$ cat src/rtl/ip_rx_pkg.sv
// Shared definitions for the IPv4 receive stage: protocol constants, IPv4
// header byte offsets and the receive FSM state type.
package ip_rx_pkg;

  localparam logic [7:0]  IP_PROTO_UDP = 8'd17;
  localparam logic [3:0]  IP_VERSION4  = 4'd4;
  localparam logic [3:0]  IP_MIN_IHL   = 4'd5;
  localparam logic [15:0] UDP_HDR_LEN  = 16'd8;

  // Byte offsets inside the IPv4 header
  localparam logic [15:0] OFF_VER_IHL   = 16'd0;
  localparam logic [15:0] OFF_TOTLEN_HI = 16'd2;
  localparam logic [15:0] OFF_TOTLEN_LO = 16'd3;
  localparam logic [15:0] OFF_FRAG_HI   = 16'd6;
  localparam logic [15:0] OFF_FRAG_LO   = 16'd7;
  localparam logic [15:0] OFF_PROTO     = 16'd9;
  localparam logic [15:0] OFF_SRC0      = 16'd12;
  localparam logic [15:0] OFF_SRC1      = 16'd13;
  localparam logic [15:0] OFF_SRC2      = 16'd14;
  localparam logic [15:0] OFF_SRC3      = 16'd15;
  localparam logic [15:0] OFF_DST0      = 16'd16;
  localparam logic [15:0] OFF_DST1      = 16'd17;
  localparam logic [15:0] OFF_DST2      = 16'd18;
  localparam logic [15:0] OFF_DST3      = 16'd19;
  localparam logic [15:0] MIN_HDR_LEN   = 16'd20;

  typedef enum logic [1:0] {
    HDR     = 2'd0,
    PAYLOAD = 2'd1,
    DROP    = 2'd2
  } ip_rx_state_e;

endpackage

$ cat src/rtl/ip_hdr_csum.sv
// IPv4 header checksum accumulator (ones' complement, 16-bit words built
// from byte pairs).
//   clk, reset_n : clock, async active-low reset
//   clr          : clear accumulator (wins over add_en)
//   add_en       : add byte_in to the accumulator
//   odd_sel      : 0 = byte is the high half of a word, 1 = low half
//   byte_in      : header byte
//   csum_ok      : folded sum including byte_in equals 16'hFFFF; lets the
//                  decision be taken on the same cycle as the last header byte
module ip_hdr_csum (
  input  logic       clk,
  input  logic       reset_n,
  input  logic       clr,
  input  logic       add_en,
  input  logic       odd_sel,
  input  logic [7:0] byte_in,
  output logic       csum_ok
);

  logic [15:0] acc_q, acc_d;
  logic [16:0] sum;
  logic [15:0] folded;

  always_comb begin
    sum    = {1'b0, acc_q} + (odd_sel ? {9'd0, byte_in} : {1'b0, byte_in, 8'd0});
    // end-around carry; acc <= FFFF and addend <= FF00 so one fold suffices
    folded = sum[15:0] + {15'd0, sum[16]};
    acc_d  = acc_q;
    if (clr)         acc_d = '0;
    else if (add_en) acc_d = folded;
    csum_ok = (folded == 16'hFFFF);
  end

  always_ff @(posedge clk or negedge reset_n) begin
    if (!reset_n) acc_q <= '0;
    else          acc_q <= acc_d;
  end

endmodule

$ cat src/rtl/ip_udp_rx.sv
// IPv4 receive stage: parses/validates the IPv4 header, strips header and
// options, forwards the UDP datagram on a byte stream and trims padding.
//   clk, reset_n           : clock, async active-low reset
//   ip_axis_*              : IPv4 packet bytes in (tlast = end of Ethernet payload)
//   udp_axis_*             : UDP datagram bytes out (tlast = end of IP payload)
//   ip_src_out             : source IP of the last accepted packet
//   ip_payload_len_out     : Total Length - IHL*4 of the last accepted packet
//   pkt_drop_out           : 1-cycle pulse per dropped packet
//   trunc_err_out          : 1-cycle pulse when input ends before Total Length
//
// state   | meaning
// HDR     | consuming header + options, accumulating checksum
// PAYLOAD | forwarding datagram bytes, counting down remaining length
// DROP    | discarding bytes (rejected packet or padding) until tlast
module ip_udp_rx
  import ip_rx_pkg::*;
#(
  parameter logic [31:0] LOCAL_IP   = 32'hC0A8_0102,
  parameter bit          CHECK_DST  = 1'b1,
  parameter bit          CHECK_CSUM = 1'b1
) (
  input  logic        clk,
  input  logic        reset_n,
  input  logic [7:0]  ip_axis_tdata_in,
  input  logic        ip_axis_tvalid_in,
  input  logic        ip_axis_tlast_in,
  output logic        ip_axis_tready_out,
  output logic [7:0]  udp_axis_tdata_out,
  output logic        udp_axis_tvalid_out,
  output logic        udp_axis_tlast_out,
  input  logic        udp_axis_tready_in,
  output logic [31:0] ip_src_out,
  output logic [15:0] ip_payload_len_out,
  output logic        pkt_drop_out,
  output logic        trunc_err_out
);

  ip_rx_state_e state_q, state_d;
  logic [15:0]  byte_cnt_q, byte_cnt_d;
  logic [15:0]  rem_q, rem_d;
  logic [3:0]   ver_q, ver_d, ihl_q, ihl_d;
  logic [15:0]  tot_len_q, tot_len_d;
  logic         mf_q, mf_d;
  logic [12:0]  frag_q, frag_d;
  logic [7:0]   proto_q, proto_d;
  logic [31:0]  src_q, src_d, dst_q, dst_d;
  logic         rdy_q;
  logic         out_valid_q, out_valid_d, out_last_q, out_last_d;
  logic [7:0]   out_data_q, out_data_d;
  logic [31:0]  ip_src_q, ip_src_d;
  logic [15:0]  pay_len_q, pay_len_d;
  logic         drop_q, drop_d, trunc_q, trunc_d;

  logic         xfer, tlast, in_hdr, csum_ok, hdr_last, accept;
  logic [3:0]   ihl_eff;
  logic [15:0]  hdr_len, pay_len, min_len;
  logic [31:0]  dst_eff;

  // rdy_q keeps tready low while in reset so every output reads 0 there
  assign ip_axis_tready_out = rdy_q & ((state_q != PAYLOAD) | ~out_valid_q | udp_axis_tready_in);
  assign xfer   = ip_axis_tvalid_in & ip_axis_tready_out;
  assign tlast  = ip_axis_tlast_in;
  assign in_hdr = (state_q == HDR);

  // IHL is only captured at the end of byte 0, so byte 0 uses the live value.
  // An illegal IHL still runs to byte 19 before being rejected.
  assign ihl_eff  = (byte_cnt_q == OFF_VER_IHL) ? ip_axis_tdata_in[3:0] : ihl_q;
  assign hdr_len  = (ihl_eff < IP_MIN_IHL) ? MIN_HDR_LEN : {10'd0, ihl_eff, 2'b00};
  assign hdr_last = (byte_cnt_q == hdr_len - 16'd1);
  assign pay_len  = tot_len_q - hdr_len;
  assign min_len  = hdr_len + UDP_HDR_LEN;
  // With IHL=5 the last dst byte is the decision byte itself
  assign dst_eff  = (byte_cnt_q == OFF_DST3) ? {dst_q[31:8], ip_axis_tdata_in} : dst_q;

  assign accept = (ver_q == IP_VERSION4) && (ihl_q >= IP_MIN_IHL) && (proto_q == IP_PROTO_UDP)
                  && !mf_q && (frag_q == 13'd0) && (tot_len_q >= min_len)
                  && (!CHECK_CSUM || csum_ok)
                  && (!CHECK_DST || dst_eff == LOCAL_IP || dst_eff == 32'hFFFF_FFFF);

  ip_hdr_csum u_csum (
    .clk     (clk),
    .reset_n (reset_n),
    .clr     (xfer & in_hdr & (hdr_last | tlast)),
    .add_en  (xfer & in_hdr),
    .odd_sel (byte_cnt_q[0]),
    .byte_in (ip_axis_tdata_in),
    .csum_ok (csum_ok)
  );

  always_comb begin
    state_d     = state_q;
    byte_cnt_d  = byte_cnt_q;
    rem_d       = rem_q;
    ver_d       = ver_q;
    ihl_d       = ihl_q;
    tot_len_d   = tot_len_q;
    mf_d        = mf_q;
    frag_d      = frag_q;
    proto_d     = proto_q;
    src_d       = src_q;
    dst_d       = dst_q;
    out_valid_d = out_valid_q & ~udp_axis_tready_in;
    out_data_d  = out_data_q;
    out_last_d  = out_last_q;
    ip_src_d    = ip_src_q;
    pay_len_d   = pay_len_q;
    drop_d      = 1'b0;
    trunc_d     = 1'b0;

    case (state_q)
      HDR: begin
        if (xfer) begin
          byte_cnt_d = byte_cnt_q + 16'd1;
          case (byte_cnt_q)
            OFF_VER_IHL:   begin ver_d = ip_axis_tdata_in[7:4]; ihl_d = ip_axis_tdata_in[3:0]; end
            OFF_TOTLEN_HI: tot_len_d[15:8] = ip_axis_tdata_in;
            OFF_TOTLEN_LO: tot_len_d[7:0]  = ip_axis_tdata_in;
            OFF_FRAG_HI:   begin mf_d = ip_axis_tdata_in[5]; frag_d[12:8] = ip_axis_tdata_in[4:0]; end
            OFF_FRAG_LO:   frag_d[7:0]     = ip_axis_tdata_in;
            OFF_PROTO:     proto_d         = ip_axis_tdata_in;
            OFF_SRC0:      src_d[31:24]    = ip_axis_tdata_in;
            OFF_SRC1:      src_d[23:16]    = ip_axis_tdata_in;
            OFF_SRC2:      src_d[15:8]     = ip_axis_tdata_in;
            OFF_SRC3:      src_d[7:0]      = ip_axis_tdata_in;
            OFF_DST0:      dst_d[31:24]    = ip_axis_tdata_in;
            OFF_DST1:      dst_d[23:16]    = ip_axis_tdata_in;
            OFF_DST2:      dst_d[15:8]     = ip_axis_tdata_in;
            OFF_DST3:      dst_d[7:0]      = ip_axis_tdata_in;
            default: ;
          endcase
          if (hdr_last || tlast) begin
            byte_cnt_d = '0;
            // a packet ending exactly on its last header byte has no
            // datagram to forward, so it is dropped even if otherwise valid
            if (hdr_last && accept && !tlast) begin
              state_d   = PAYLOAD;
              rem_d     = pay_len;
              ip_src_d  = src_q;
              pay_len_d = pay_len;
            end else begin
              drop_d  = 1'b1;
              state_d = tlast ? HDR : DROP;
            end
          end
        end
      end
      PAYLOAD: begin
        if (xfer) begin
          out_valid_d = 1'b1;
          out_data_d  = ip_axis_tdata_in;
          out_last_d  = (rem_q == 16'd1) | tlast;
          rem_d       = rem_q - 16'd1;
          if (rem_q == 16'd1) begin
            state_d = tlast ? HDR : DROP;
          end else if (tlast) begin
            trunc_d = 1'b1;
            state_d = HDR;
          end
        end
      end
      DROP: begin
        if (xfer && tlast) state_d = HDR;
      end
      default: state_d = HDR;
    endcase
  end

  always_ff @(posedge clk or negedge reset_n) begin
    if (!reset_n) begin
      state_q     <= HDR;
      byte_cnt_q  <= '0;
      rem_q       <= '0;
      ver_q       <= '0;
      ihl_q       <= '0;
      tot_len_q   <= '0;
      mf_q        <= 1'b0;
      frag_q      <= '0;
      proto_q     <= '0;
      src_q       <= '0;
      dst_q       <= '0;
      rdy_q       <= 1'b0;
      out_valid_q <= 1'b0;
      out_data_q  <= '0;
      out_last_q  <= 1'b0;
      ip_src_q    <= '0;
      pay_len_q   <= '0;
      drop_q      <= 1'b0;
      trunc_q     <= 1'b0;
    end else begin
      state_q     <= state_d;
      byte_cnt_q  <= byte_cnt_d;
      rem_q       <= rem_d;
      ver_q       <= ver_d;
      ihl_q       <= ihl_d;
      tot_len_q   <= tot_len_d;
      mf_q        <= mf_d;
      frag_q      <= frag_d;
      proto_q     <= proto_d;
      src_q       <= src_d;
      dst_q       <= dst_d;
      rdy_q       <= 1'b1;
      out_valid_q <= out_valid_d;
      out_data_q  <= out_data_d;
      out_last_q  <= out_last_d;
      ip_src_q    <= ip_src_d;
      pay_len_q   <= pay_len_d;
      drop_q      <= drop_d;
      trunc_q     <= trunc_d;
    end
  end

  assign udp_axis_tdata_out  = out_data_q;
  assign udp_axis_tvalid_out = out_valid_q;
  assign udp_axis_tlast_out  = out_last_q;
  assign ip_src_out          = ip_src_q;
  assign ip_payload_len_out  = pay_len_q;
  assign pkt_drop_out        = drop_q;
  assign trunc_err_out       = trunc_q;

endmodule

$ cat config.mk
export PLATFORM = sky130hd
export DESIGN_NAME = ip_udp_rx
export DESIGN_NICKNAME = d
export VERILOG_FILES = /design/src/rtl/ip_rx_pkg.sv /design/src/rtl/ip_hdr_csum.sv /design/src/rtl/ip_udp_rx.sv
export SDC_FILE = /design/constraint.sdc
export NUM_CORES = 1
export LEC_CHECK = 0
export BUFFER_PORTS_ARGS = -buffer_cell sky130_fd_sc_hd__buf_4
export CORE_ASPECT_RATIO = 0.8
export CORE_UTILIZATION = 51
export CTS_CLUSTER_DIAMETER = 60
export CTS_CLUSTER_SIZE = 20
export DETAILED_ROUTE_END_ITERATION = 12
export HOLD_SLACK_MARGIN = 0.02
export PLACE_DENSITY_LB_ADDON = 0.08
export RECOVER_POWER = 50
export SLEW_MARGIN = 30
export SYNTH_ARGS = -nofsm -noshare
export SYNTH_HDL_FRONTEND = slang
export SYNTH_HIERARCHICAL = 1
export SYNTH_SLANG_ARGS = --single-unit
$ cat constraint.sdc
create_clock -name clk -period 7.5 [get_ports clk]
set_clock_uncertainty 0.15 [all_clocks]
set_input_delay 1.5 -clock clk [delete_from_list [all_inputs] [get_ports clk]]
set_output_delay 1.5 -clock clk [all_outputs]
set_load 0.05 [all_outputs]
Word-level counts from Yosys, hierarchy flattened
Cells that the tools add are included.
{ "totals": {"inputBits": 13, "elab_cells": 147, "out_inout_bits": 61, "regBits": 221} }
{ "classes": {"bitwise_logic": 11, "reduce_logical": 38, "n_eq_ne": 29, "n_addsub": 7, "muxes": 31, "magnitude_cmp": 3} }
{ "ops": {"columns": ["op", "count"], "rows": [
  ["two-way mux 16 bit", 8],
  ["equality test 16 x 4 -> 1 bit (second input constant)", 5],
  ["equality test 16 x 5 -> 1 bit (second input constant)", 4],
  ["equality test 32 bit (second input constant)", 2],
  ["AND reduction 3 bit", 14],
  ["equality test 16 x 2 -> 1 bit (second input constant)", 2],
  ["equality test 16 x 3 -> 1 bit (second input constant)", 2],
  ["case mux 16 bit (2 select lines)", 1],
  ["adder 16 x 17 -> 17 bit", 1],
  ["adder 16 x 1 -> 16 bit", 1],
  ["adder 16 x 1 -> 16 bit (second input constant)", 1],
  ["equality test 16 x 1 -> 1 bit (second input constant)", 1],
  ["equality test 16 bit", 1],
  ["equality test 16 bit (second input constant)", 1],
  [">= comparator 16 x 7 -> 1 bit", 1],
  ["logical NOT 16 bit", 1],
  ["two-way mux 2 bit", 8],
  ["subtractor 16 x 1 -> 16 bit (second input constant)", 1],
  ["subtractor 16 x 6 -> 16 bit", 1],
  ["logical NOT 13 bit", 1],
  ["logical AND 1 bit", 10],
  ["two-way mux 1 bit", 10],
  ["AND reduction 5 bit", 2],
  ["equality test 8 x 5 -> 1 bit (second input constant)", 1],
  ["other kinds (23)", 39]
]} }

Depth between registers and ports, before layout
Gate-level depths: netlist of run 1.
{ "logic_depth": {"ltp_word": 15, "mapped_depth": 30, "depth_no_buf": 28} }

By module
The synthesis of run 1 kept the hierarchy.
{ "modules_own_cells": {"columns": ["mod", "instances", "area_each_um2", "cells_each", "seq_area_each_um2"], "rows": [
  ["ip_udp_rx", 1, 9685.5, 828, 5129.9],
  ["ip_hdr_csum", 1, 1910.6, 232, 400.4]
]} }

Least setup slack after synthesis of run 1
Ideal clock, no wire load.
{ "synth_timing": {"path_kind": "input -> register", "startpoint": "in ip_axis_tdata_in[0]", "endpoint": "reg ip_src_q[28], in the netlist ip_src_out[28]", "stages": 27, "t_required_ns": 7.225, "setup_slack_ns": -0.172, "setup_ns": 0.125, "n_path_buf": 1, "t_arrival_ns": 7.397, "cell_sequence": "and2_1 -> ha_1 -> inv_1 -> fa_1 -> nor2b_1 -> o31ai_1 -> a31oi_1 -> a2111oi_0 -> nor3_1 -> a21oi_1 -> o21bai_1 -> ha_1 -> ha_1 -> nand2_1 -> nor3_1 -> nand3_1 -> or4_1 -> nor3_1 -> a21oi_1 -> a2111oi_2 -> nor4b_1 -> nand3_1 -> or4_1 -> a311oi_4 -> o2111ai_4 -> buf_4 -> mux2_4"} }
{ "synth_between": {"elab_cells_between_ends": 22, "cone_classes": "add/sub: 4; order compare: 2; eq/ne: 4; mux: 4; reduce/logical: 8"} }
{ "synth_rtl": {"columns": ["item", "line", "text"], "rows": [
  ["start: declaration", "ip_udp_rx.sv:24", "input logic [7:0] ip_axis_tdata_in,"],
  ["two-way mux 16 bit", "ip_hdr_csum.sv:25", "sum = {1'b0, acc_q} + (odd_sel ? {9'd0, byte_in} : {1'b0, byte_in, 8'd0});"],
  ["adder 16 x 17 -> 17 bit", "ip_hdr_csum.sv:25", null],
  ["adder 16 x 1 -> 16 bit", "ip_hdr_csum.sv:27", "folded = sum[15:0] + {15'd0, sum[16]};"],
  ["equality test 16 bit", "ip_hdr_csum.sv:31", "csum_ok = (folded == 16'hFFFF);"],
  ["named net csum_ok", "ip_udp_rx.sv:54", "logic xfer, tlast, in_hdr, csum_ok, hdr_last, accept;"],
  ["logical AND 1 bit", "ip_udp_rx.sv:77", "&& (!CHECK_CSUM || csum_ok)"],
  ["logical AND 1 bit", "ip_udp_rx.sv:78", "&& (!CHECK_DST || dst_eff == LOCAL_IP || dst_eff == 32'hFFFF_FFFF);"],
  ["logical AND 1 bit (2 in series)", "ip_udp_rx.sv:135", "if (hdr_last && accept && !tlast) begin"],
  ["AND reduction 4 bit (no line)", null, null],
  ["end signal: assignment", "ip_udp_rx.sv:205", "ip_src_q <= ip_src_d;"],
  ["end: declaration", "ip_udp_rx.sv:50", "logic [31:0] ip_src_q, ip_src_d;"]
]} }
The timed path passes the listed nets, and every way through them passes these cells.
A chain may end at the register's enable or synchronous reset.

Final worst setup path of run 1
{ "layout_timing": {"startpoint": "in ip_axis_tdata_in[0]", "endpoint": "reg pay_len_q[12], in the netlist ip_payload_len_out[12]"} }
{ "layout_between": {"elab_cells_between_ends": 23, "cone_classes": "add/sub: 5; order compare: 2; eq/ne: 4; mux: 4; reduce/logical: 8"} }
{ "layout_rtl": {"columns": ["item", "line", "text"], "rows": [
  ["two-way mux 16 bit", "ip_hdr_csum.sv:25", null],
  ["adder 16 x 17 -> 17 bit", "ip_hdr_csum.sv:25", null],
  ["adder 16 x 1 -> 16 bit", "ip_hdr_csum.sv:27", null],
  ["equality test 16 bit", "ip_hdr_csum.sv:31", null],
  ["named net csum_ok", "ip_udp_rx.sv:54", null],
  ["logical AND 1 bit", "ip_udp_rx.sv:77", null],
  ["logical AND 1 bit", "ip_udp_rx.sv:78", null],
  ["logical AND 1 bit (2 in series)", "ip_udp_rx.sv:135", null],
  ["AND reduction 4 bit (no line)", null, null],
  ["end signal: assignment", "ip_udp_rx.sv:206", "pay_len_q <= pay_len_d;"],
  ["end: declaration", "ip_udp_rx.sv:51", "logic [15:0] pay_len_q, pay_len_d;"]
]} }
The timed path passes the listed nets, and every way through them passes these cells.

==> metrics.txt, run 1 <==
status=finished, violations left; failing checks=capacitance limit, slew limit; Critical Path Start=ip_axis_tdata_in[0]; max_slew headroom=-106.8%; f_max=between 0.1 and 0.15 GHz; Netlist cell types=77; I/O pin total=74; ys flop type=dfrtp_1; GR Overflow Total=0; clock insertion delay at the later pin of the skew report=approximately 500 ps; Slew @ Worst Pin=just over 3000 ps; Critical Path Slowest Stage Cell=or4_4; cell row count=48; most frequent cells in the layout=dfrtp_1, mux2_2, buf_4; Pre-antenna DRT Iters=7; Final #Nets=about 1.2k; FF/Latch Area=around 5500 um2; CP Capture Type=flip-flop; Starting Density=between 50 and 60%; hold_sp=udp_axis_tdata_out[4]$_DFFE_PN0P_; Core Area=roughly 22000 um2; met2 Use GR=approximately a third; Hold Violations, Final=0; YS warnings=6; die area=23350 um2; Routed WL per cell=around 19 um; flops & latches, synth=about 220; Max VDD drop=~150 uV; Reg clk slew, reported paths=80 ps; clk sinks=approximately 220; Hold Crit Depth=2; CTS buffer count=17; flop2flop setup slack=700 ps; Reg2Reg Depth=27; # port buffers=73; root buffer cell=clkbuf_16; reg2reg start=byte_cnt_q[0]$_DFFE_PN0P_; CTS Hold Bufs=0; vias in the first global route=between 8k and 9k; CTS tree=built; area of the multi-input gates=just under 6000 um2; Routed Antenna Nets=0; gr busiest metal=met1; max-cap check violation count=3; final WL=27.97 mm; Hold Crit Class=flip-flop to flip-flop; Final Cycle Share=97.05%; final setup vio count=0; largest area contributor in the netlist=dfrtp_1; initial antenna violation count=0; critical path's most frequent cell=ha_2; fillers=roughly 1.9k; Leakage=between 6 and 7 nW; clk buf depth=3; Slew Limit Fails=about 200; first-pass GRT wire length=around 44 mm; Power per Cell Area=between 300 and 400 nW/um2; routed vias=8465; CP Capture Point=ip_payload_len_out[12]$_DFFE_PN0P_; die height=between 100 and 150 um; number of H-tree levels=1; Mapped Cells=1060; sequential fraction of the synthesis area=a little under half; top cell type's share of synthesized area=a little under half; largest stage delay on the critical path=around 470 ps; WP data arrival=7500 ps; Power Total=4.355 mW; Mapped Avg Cell Area=roughly 11 um2; die width=around 170 um; Netlist Area Pre-Place=11600 um2; vias per inst=approximately 5.7; global routing met3 resource utilization=between 3 and 4%; WP data required=7720 ps; Post-synth EDFFs=0; Critical Path Start Type=input port; hold_ws=around 330 ps; Tmin final=just over 7000 ps; largest net degree at the start of global routing=127; hpwl dp=18.34 mm; asr flop ratio synth=100.0%; critical path peak fanout=6; leading post-synthesis cells by cell area=dfrtp_1, mux2_2, ha_1, mux2_1, nor2_1; fin util=around 61%; Iter 0 DRT Violations=800; Mapped Nets=1111; Crit Path Category=input port to flip-flop; GRT Overall Usage=24.32%; area grow syn2layout=15.55%; met1 global-route usage=between 30% and 40%; placer congestion estimate=about 0.87; diodes inserted=0; share of cells above drive strength 1=between 20 and 30%; worst r2r dst=ip_payload_len_out[12]$_DFFE_PN0P_; DR DRC count=0; most common cell after layout, fill and taps aside=dfrtp_1
-- per-layer routing --
metal / part of all wire (%) / wire length (um)
met2: 41 / 11580
met4: 1.4 / 383
met5: 0 / 0
met1: 52 / 14610
met3: 5.0 / 1389
-- cells by family after synthesis --
family	after synthesis	share of synthesized area [%]
XOR/XNOR	54	4.079
adder cells (fa/ha/maj)	38	4.294
flip-flops	221	47.69
AND/OR/NAND/NOR	360	16.14
AO/OA/AOI/OAI	132	8.308
multiplexers	170	16.44
other	1	0.03234
buffers and inverters	84	3.010
-- flip-flops by register name (all words and copies together) (netlist names) --
name,flops
byte_cnt_q,16
dst_q,32
frag_q,13
ihl_q,4
ip_payload_len_out,16
ip_src_out,32
mf_q,1
pkt_drop_out,1
proto_q,8
rdy_q,1
rem_q,16
src_q,32
state_q,2
tot_len_q,16
trunc_err_out,1
u_csum/acc_q,16
udp_axis_tdata_out,8
udp_axis_tlast_out,1
udp_axis_tvalid_out,1
ver_q,4
-- report_power, final --
group | switching, mW | internal [mW]
logic | 1.04 | 0.840
clock network | 0.439 | 0.459
registers | 0.181 | 1.40
total | 1.66 | 2.70
-- stage by stage --
| stage | area [um2] | std cells | TNS [ps] | setup WS (ps) |
|---|---|---|---|---|
| 3_5_place_dp | 12760 | 1437 | -24820 | -438.6 |
| 6_report | 13400 | 1474 | 0 | 221.3 |
| 3_3_place_gp | 12750 | 1437 | -11640 | -216.5 |
| 4_1_cts | 13280 | 1463 | 0 | 78.78 |
| 2_1_floorplan | 11620 | 1060 | 0 | 27.61 |
| 5_1_grt | 13400 | 1474 | -1714 | -72.32 |
-- critical path, delay by kind of cell --
family / cells / cell delay (ps)
multiplexers: 1 / 300
buffers and inverters: 3 / 450
adder cells (fa/ha/maj): 4 / 1020
AND/OR/NAND/NOR: 11 / 2380
AO/OA/AOI/OAI: 9 / 1840
-- layout make-up --
type	count	share of cell area, %
clock buffer	19	3.231
sequential	221	41.27
timing repair buffer	139	7.386
tap	300	2.801
inverter	33	0.9245
clock inverter	7	0.6537
multi-input combinational	755	43.73
-- cells in the mapped netlist (all sizes together) (4+ instances only) --
master	n
clkbuf	38
mux2	149
o21bai	4
or2	4
o22a	5
and3	9
o22ai	6
xnor2	27
a31oi	11
a21o	4
or3	8
a2111oi	4
mux2i	21
nor3b	4
nor3	26
xor2	27
inv	33
nand2b	7
o21ai	23
and2	13
dfrtp	221
or4	12
nand3	39
a22oi	6
o21a	5
nor4	21
nor2b	16
ha	35
nor2	86
nand2	81
buf	13
nand4	16
a211oi	12
a21oi	25
-- worst min-delay path by stage --
stage	endpoint	slack (ps)
after CTS	ip_src_out[7]$_DFFE_PN0P_	340
after global routing	ip_src_out[8]$_DFFE_PN0P_	360
final	udp_axis_tdata_out[4]$_DFFE_PN0P_	330
after global placement	ip_src_out[7]$_DFFE_PN0P_	310
after floorplan	ip_src_out[0]$_DFFE_PN0P_	300
after detailed placement	ip_src_out[7]$_DFFE_PN0P_	320
-- repair_timing --
| action | in CTS | in global routing |
|---|---|---|
| resized for setup | 0 | 26 |
| setup buffers | 0 | 5 |
| endpoints found under the setup margin | 0 | 67 |
| hold endpoints to repair | 0 | 0 |
Note: power is estimated with default switching activity, not from simulation.
==> run 2: changes to the inputs <==
- SYNTH_HIERARCHICAL: 1 -> not set
==> metrics.txt, run 2 <==
hold_ws=341.9 ps (+8.528 ps); clk sinks=221 (unchanged); buffer and inverter count on the worst path=2 (-1); TNS Setup=0 ps (unchanged); Starting Density=52.86% (about the same); PostCTS Resize Cnt=0 (unchanged); area grow syn2layout=10.34%; hpwl dp=18.48 mm (+0.79%); Iter 0 DRT Violations=619 (-23%); failing checks=capacitance limit, slew limit; status=finished, violations left; Core Area=21920 um2 (unchanged); CP cell instances=buf_4 -> and2_1 -> ha_1 -> a2111oi_2 -> a22oi_2 -> a311o_1 -> a31oi_1 -> nor2b_1 -> o21ai_0 -> nand2b_1 -> ha_1 -> ha_1 -> xnor2_1 -> nor4_1 -> o2111ai_1 -> a2111o_1 -> nor4_1 -> o2111ai_1 -> or3_1 -> nor3_4 -> buf_12 -> mux2_2; Routed WL per cell=19.33 um (+1.9%); Synth top cells by count=dfrtp_1, mux2_2, nor2_1; Hold Crit Depth=1 (-1); I/O pin total=74 (unchanged); CP Capture Type=flip-flop; placer congestion estimate=0.8756 (about the same); CTS tree=built; RSZ-0062 raised after global routing=false; critical path peak fanout=50 (+44); fillers=1910 (+1.3%); Mapped Cells=1040 (-1.9%); most common cell in the synthesized netlist=dfrtp_1; Hold Violations, Final=0 (unchanged); share of cells above drive strength 1=24.39% (-0.83 points); sequential fraction of the synthesis area=47.73% (about the same); Mapped Avg Cell Area=11.14 um2 (+1.8%); Netlist Area Pre-Place=11590 um2 (about the same); Reg clk slew, reported paths=80 ps (about the same); Final #Nets=1146 (-5.9%); Pre-antenna DRT Iters=5 (-2); Netlist cell types=80 (+3.9%); clk buf depth=3 (unchanged); flop2flop setup slack=1110 ps (+410 ps); non-filler cells in the finished layout=1399 (-5.1%); ys flop type=dfrtp_1; final setup vio count=0 (unchanged); asr flop ratio synth=100.0% (unchanged); Crit Path Category=input port to flip-flop; Hold EP=ip_src_out[31]$_DFFE_PN0P_; Routed Antenna Nets=0 (unchanged); cell row count=48 (unchanged); largest net degree at the start of global routing=167 (+31%); max-cap check violation count=3 (unchanged); initial antenna violation count=0 (unchanged); Critical Path Start Type=input port; critical path's most frequent cell=ha_1; worst r2r dst=ip_src_out[8]$_DFFE_PN0P_; largest area contributor in the netlist=dfrtp_1; most frequent cells in the layout=dfrtp_1, mux2_2, nor2_1; flops & latches, synth=221 (unchanged); Leakage=6.098 nW (-6.1%); Tmin final=6840 ps (-438.9 ps); Post-synth EDFFs=0 (unchanged); number of H-tree levels=1 (unchanged); Final Cycle Share=91.20% (-5.9 points); Post-DP Area=12440 um2 (-2.5%); routed vias=8193 (-3.2%); die width=170.5 um (about the same); YS warnings=0 (-6); diodes inserted=0 (unchanged); WP data required=7740 ps (+20 ps); Power Total=3.471 mW (-20%); WP data arrival=7080 ps (-420 ps); final WL=27.05 mm (-3.3%); Slew @ Worst Pin=3059 ps (-42.92 ps); CTS Hold Bufs=0 (unchanged); Crit path max-delay family=compound AO/OA/AOI/OAI gates; # port buffers=73 (unchanged); post-placement cell count=1376 (-4.2%); Reg2Reg Depth=23 (-15%); Power per Cell Area=271.4 nW/um2 (-16%); GRT Overall Usage=24.39% (+0.069 points); fin util=58.33% (-2.8 points); final setup slack of the worst path=660.2 ps (+438.9 ps); max_slew headroom=-103.9% (+2.9 points); Slew Limit Fails=124 (-38%); top cell type's share of synthesized area=47.73% (about the same); GR Overflow Total=0 (unchanged); hold_sp=ip_src_out[31]$_DFFE_PN0P_; f_max=0.1462 GHz (+6.4%); reg2reg start=byte_cnt_q[0]$_DFFE_PN0P_; most common cell after layout, fill and taps aside=dfrtp_1; root buffer cell=clkbuf_16; Mapped Nets=1091 (-1.8%); CTS buffer count=16 (-1); Critical Path Slowest Stage Cell=a2111oi_2; leading post-synthesis cells by cell area=dfrtp_1, mux2_2, ha_1, nor2_1, nand2_1; vias in the first global route=8048 (+0.25%); DR DRC count=0 (unchanged); cell area after layout=12790 um2 (-4.6%); die area=23330 um2 (about the same); Max VDD drop=158.0 uV (+7.4%); die height=136.8 um (about the same); setup bufs post-CTS=0 (unchanged); vias per inst=5.856 (+2.0%); first-pass GRT wire length=44.23 mm (-0.60%); largest stage delay on the critical path=500 ps (+30 ps); clock insertion delay at the later pin of the skew report=500 ps (about the same); Hold Crit Class=flip-flop to flip-flop; post-place setup slack=179.6 ps (+618.2 ps)
run 2: cell count changes in the layout (fill, tap and decap cells not counted), sizes merged, moves of 7 or more:
cell	previous run	this run
mux2	149	164
a21oi	25	35
o21ai	23	30
o31ai	3	10
buf	105	60
nand2b	7	17
nand2	81	67
a211oi	12	1
nor2	86	72
o211ai	2	12
nand3	39	27
or4	12	5
mux2i	21	8
run 2: worst max path at each step:
stage	slack (ps)	depth (start not counted)	from	end
6_report	660	22	ip_axis_tdata_in[7]	ip_src_out[8]$_DFFE_PN0P_
5_1_grt	330	3	reset_n	ip_src_out[22]$_DFFE_PN0P_
4_1_cts	720	22	ip_axis_tdata_in[7]	ip_src_out[13]$_DFFE_PN0P_
3_5_place_dp	180	22	ip_axis_tdata_in[7]	ip_src_out[17]$_DFFE_PN0P_
3_3_place_gp	360	22	ip_axis_tdata_in[7]	ip_src_out[12]$_DFFE_PN0P_
2_1_floorplan	520	26	ip_axis_tdata_in[0]	ip_src_out[28]$_DFFE_PN0P_
run 2: cells by family after synthesis:
kind of cell | count (synthesis) | share of synthesized area [%]
and+or+nand+nor | 311 | 14.34
AOI/OAI and AO/OA | 163 | 9.945
buffers and inverters | 84 | 3.013
xor gates and xnor gates | 50 | 3.909
other | 1 | 0.03236
adders and majority gates | 38 | 4.298
DFF | 221 | 47.73
muxes | 172 | 16.74
run 2: layout make-up:
cell class                      instances  area, um2  share of cell area [%]
Inverter                               31      116.4                  0.9101
Timing Repair Buffer                   90      579.3                   4.531
Sequential cell                       221       5530                   43.25
Tap cell                              300      375.4                   2.936
Multi-Input combinational cell        735       5714                   44.69
Clock buffer                           17      404.1                   3.161
Clock inverter                          5      66.31                  0.5186
run 2: power breakdown:
group          total, mW  switching (mW)  internal, mW  leakage, nW
combinational       1.13           0.628         0.503         2.93
clock              0.828           0.427         0.402        0.228
sequential          1.51           0.140          1.37         2.94
run 2: worst register-to-register path, stage by stage, from the launching register on:
cell	delay, ps
dfrtp_1	570
buf_4	300
nand2_1	120
fa_1	450
nand2b_1	230
a21o_1	230
a22oi_2	260
a311o_1	260
a31oi_1	130
nor2b_1	120
o21ai_0	80
nand2b_1	100
ha_1	170
ha_1	250
o2111a_1	200
o2111a_1	250
o2111a_1	300
nand4_1	140
a2111oi_2	390
o2111ai_1	240
or3_1	450
nor3_4	180
buf_12	270
mux2_2	450
run 2: layer usage:
| metal | up-vias | wire [um] | global-route usage, % |
|---|---|---|---|
| li1 | 3869 | - | - |
| met1 | 4084 | 13480 | 37.54 |
| met2 | 216 | 11800 | 36.62 |
| met3 | 24 | 1405 | 3.730 |
| met4 | 0 | 371 | 4.104 |
| met5 | - | 0 | 0 |
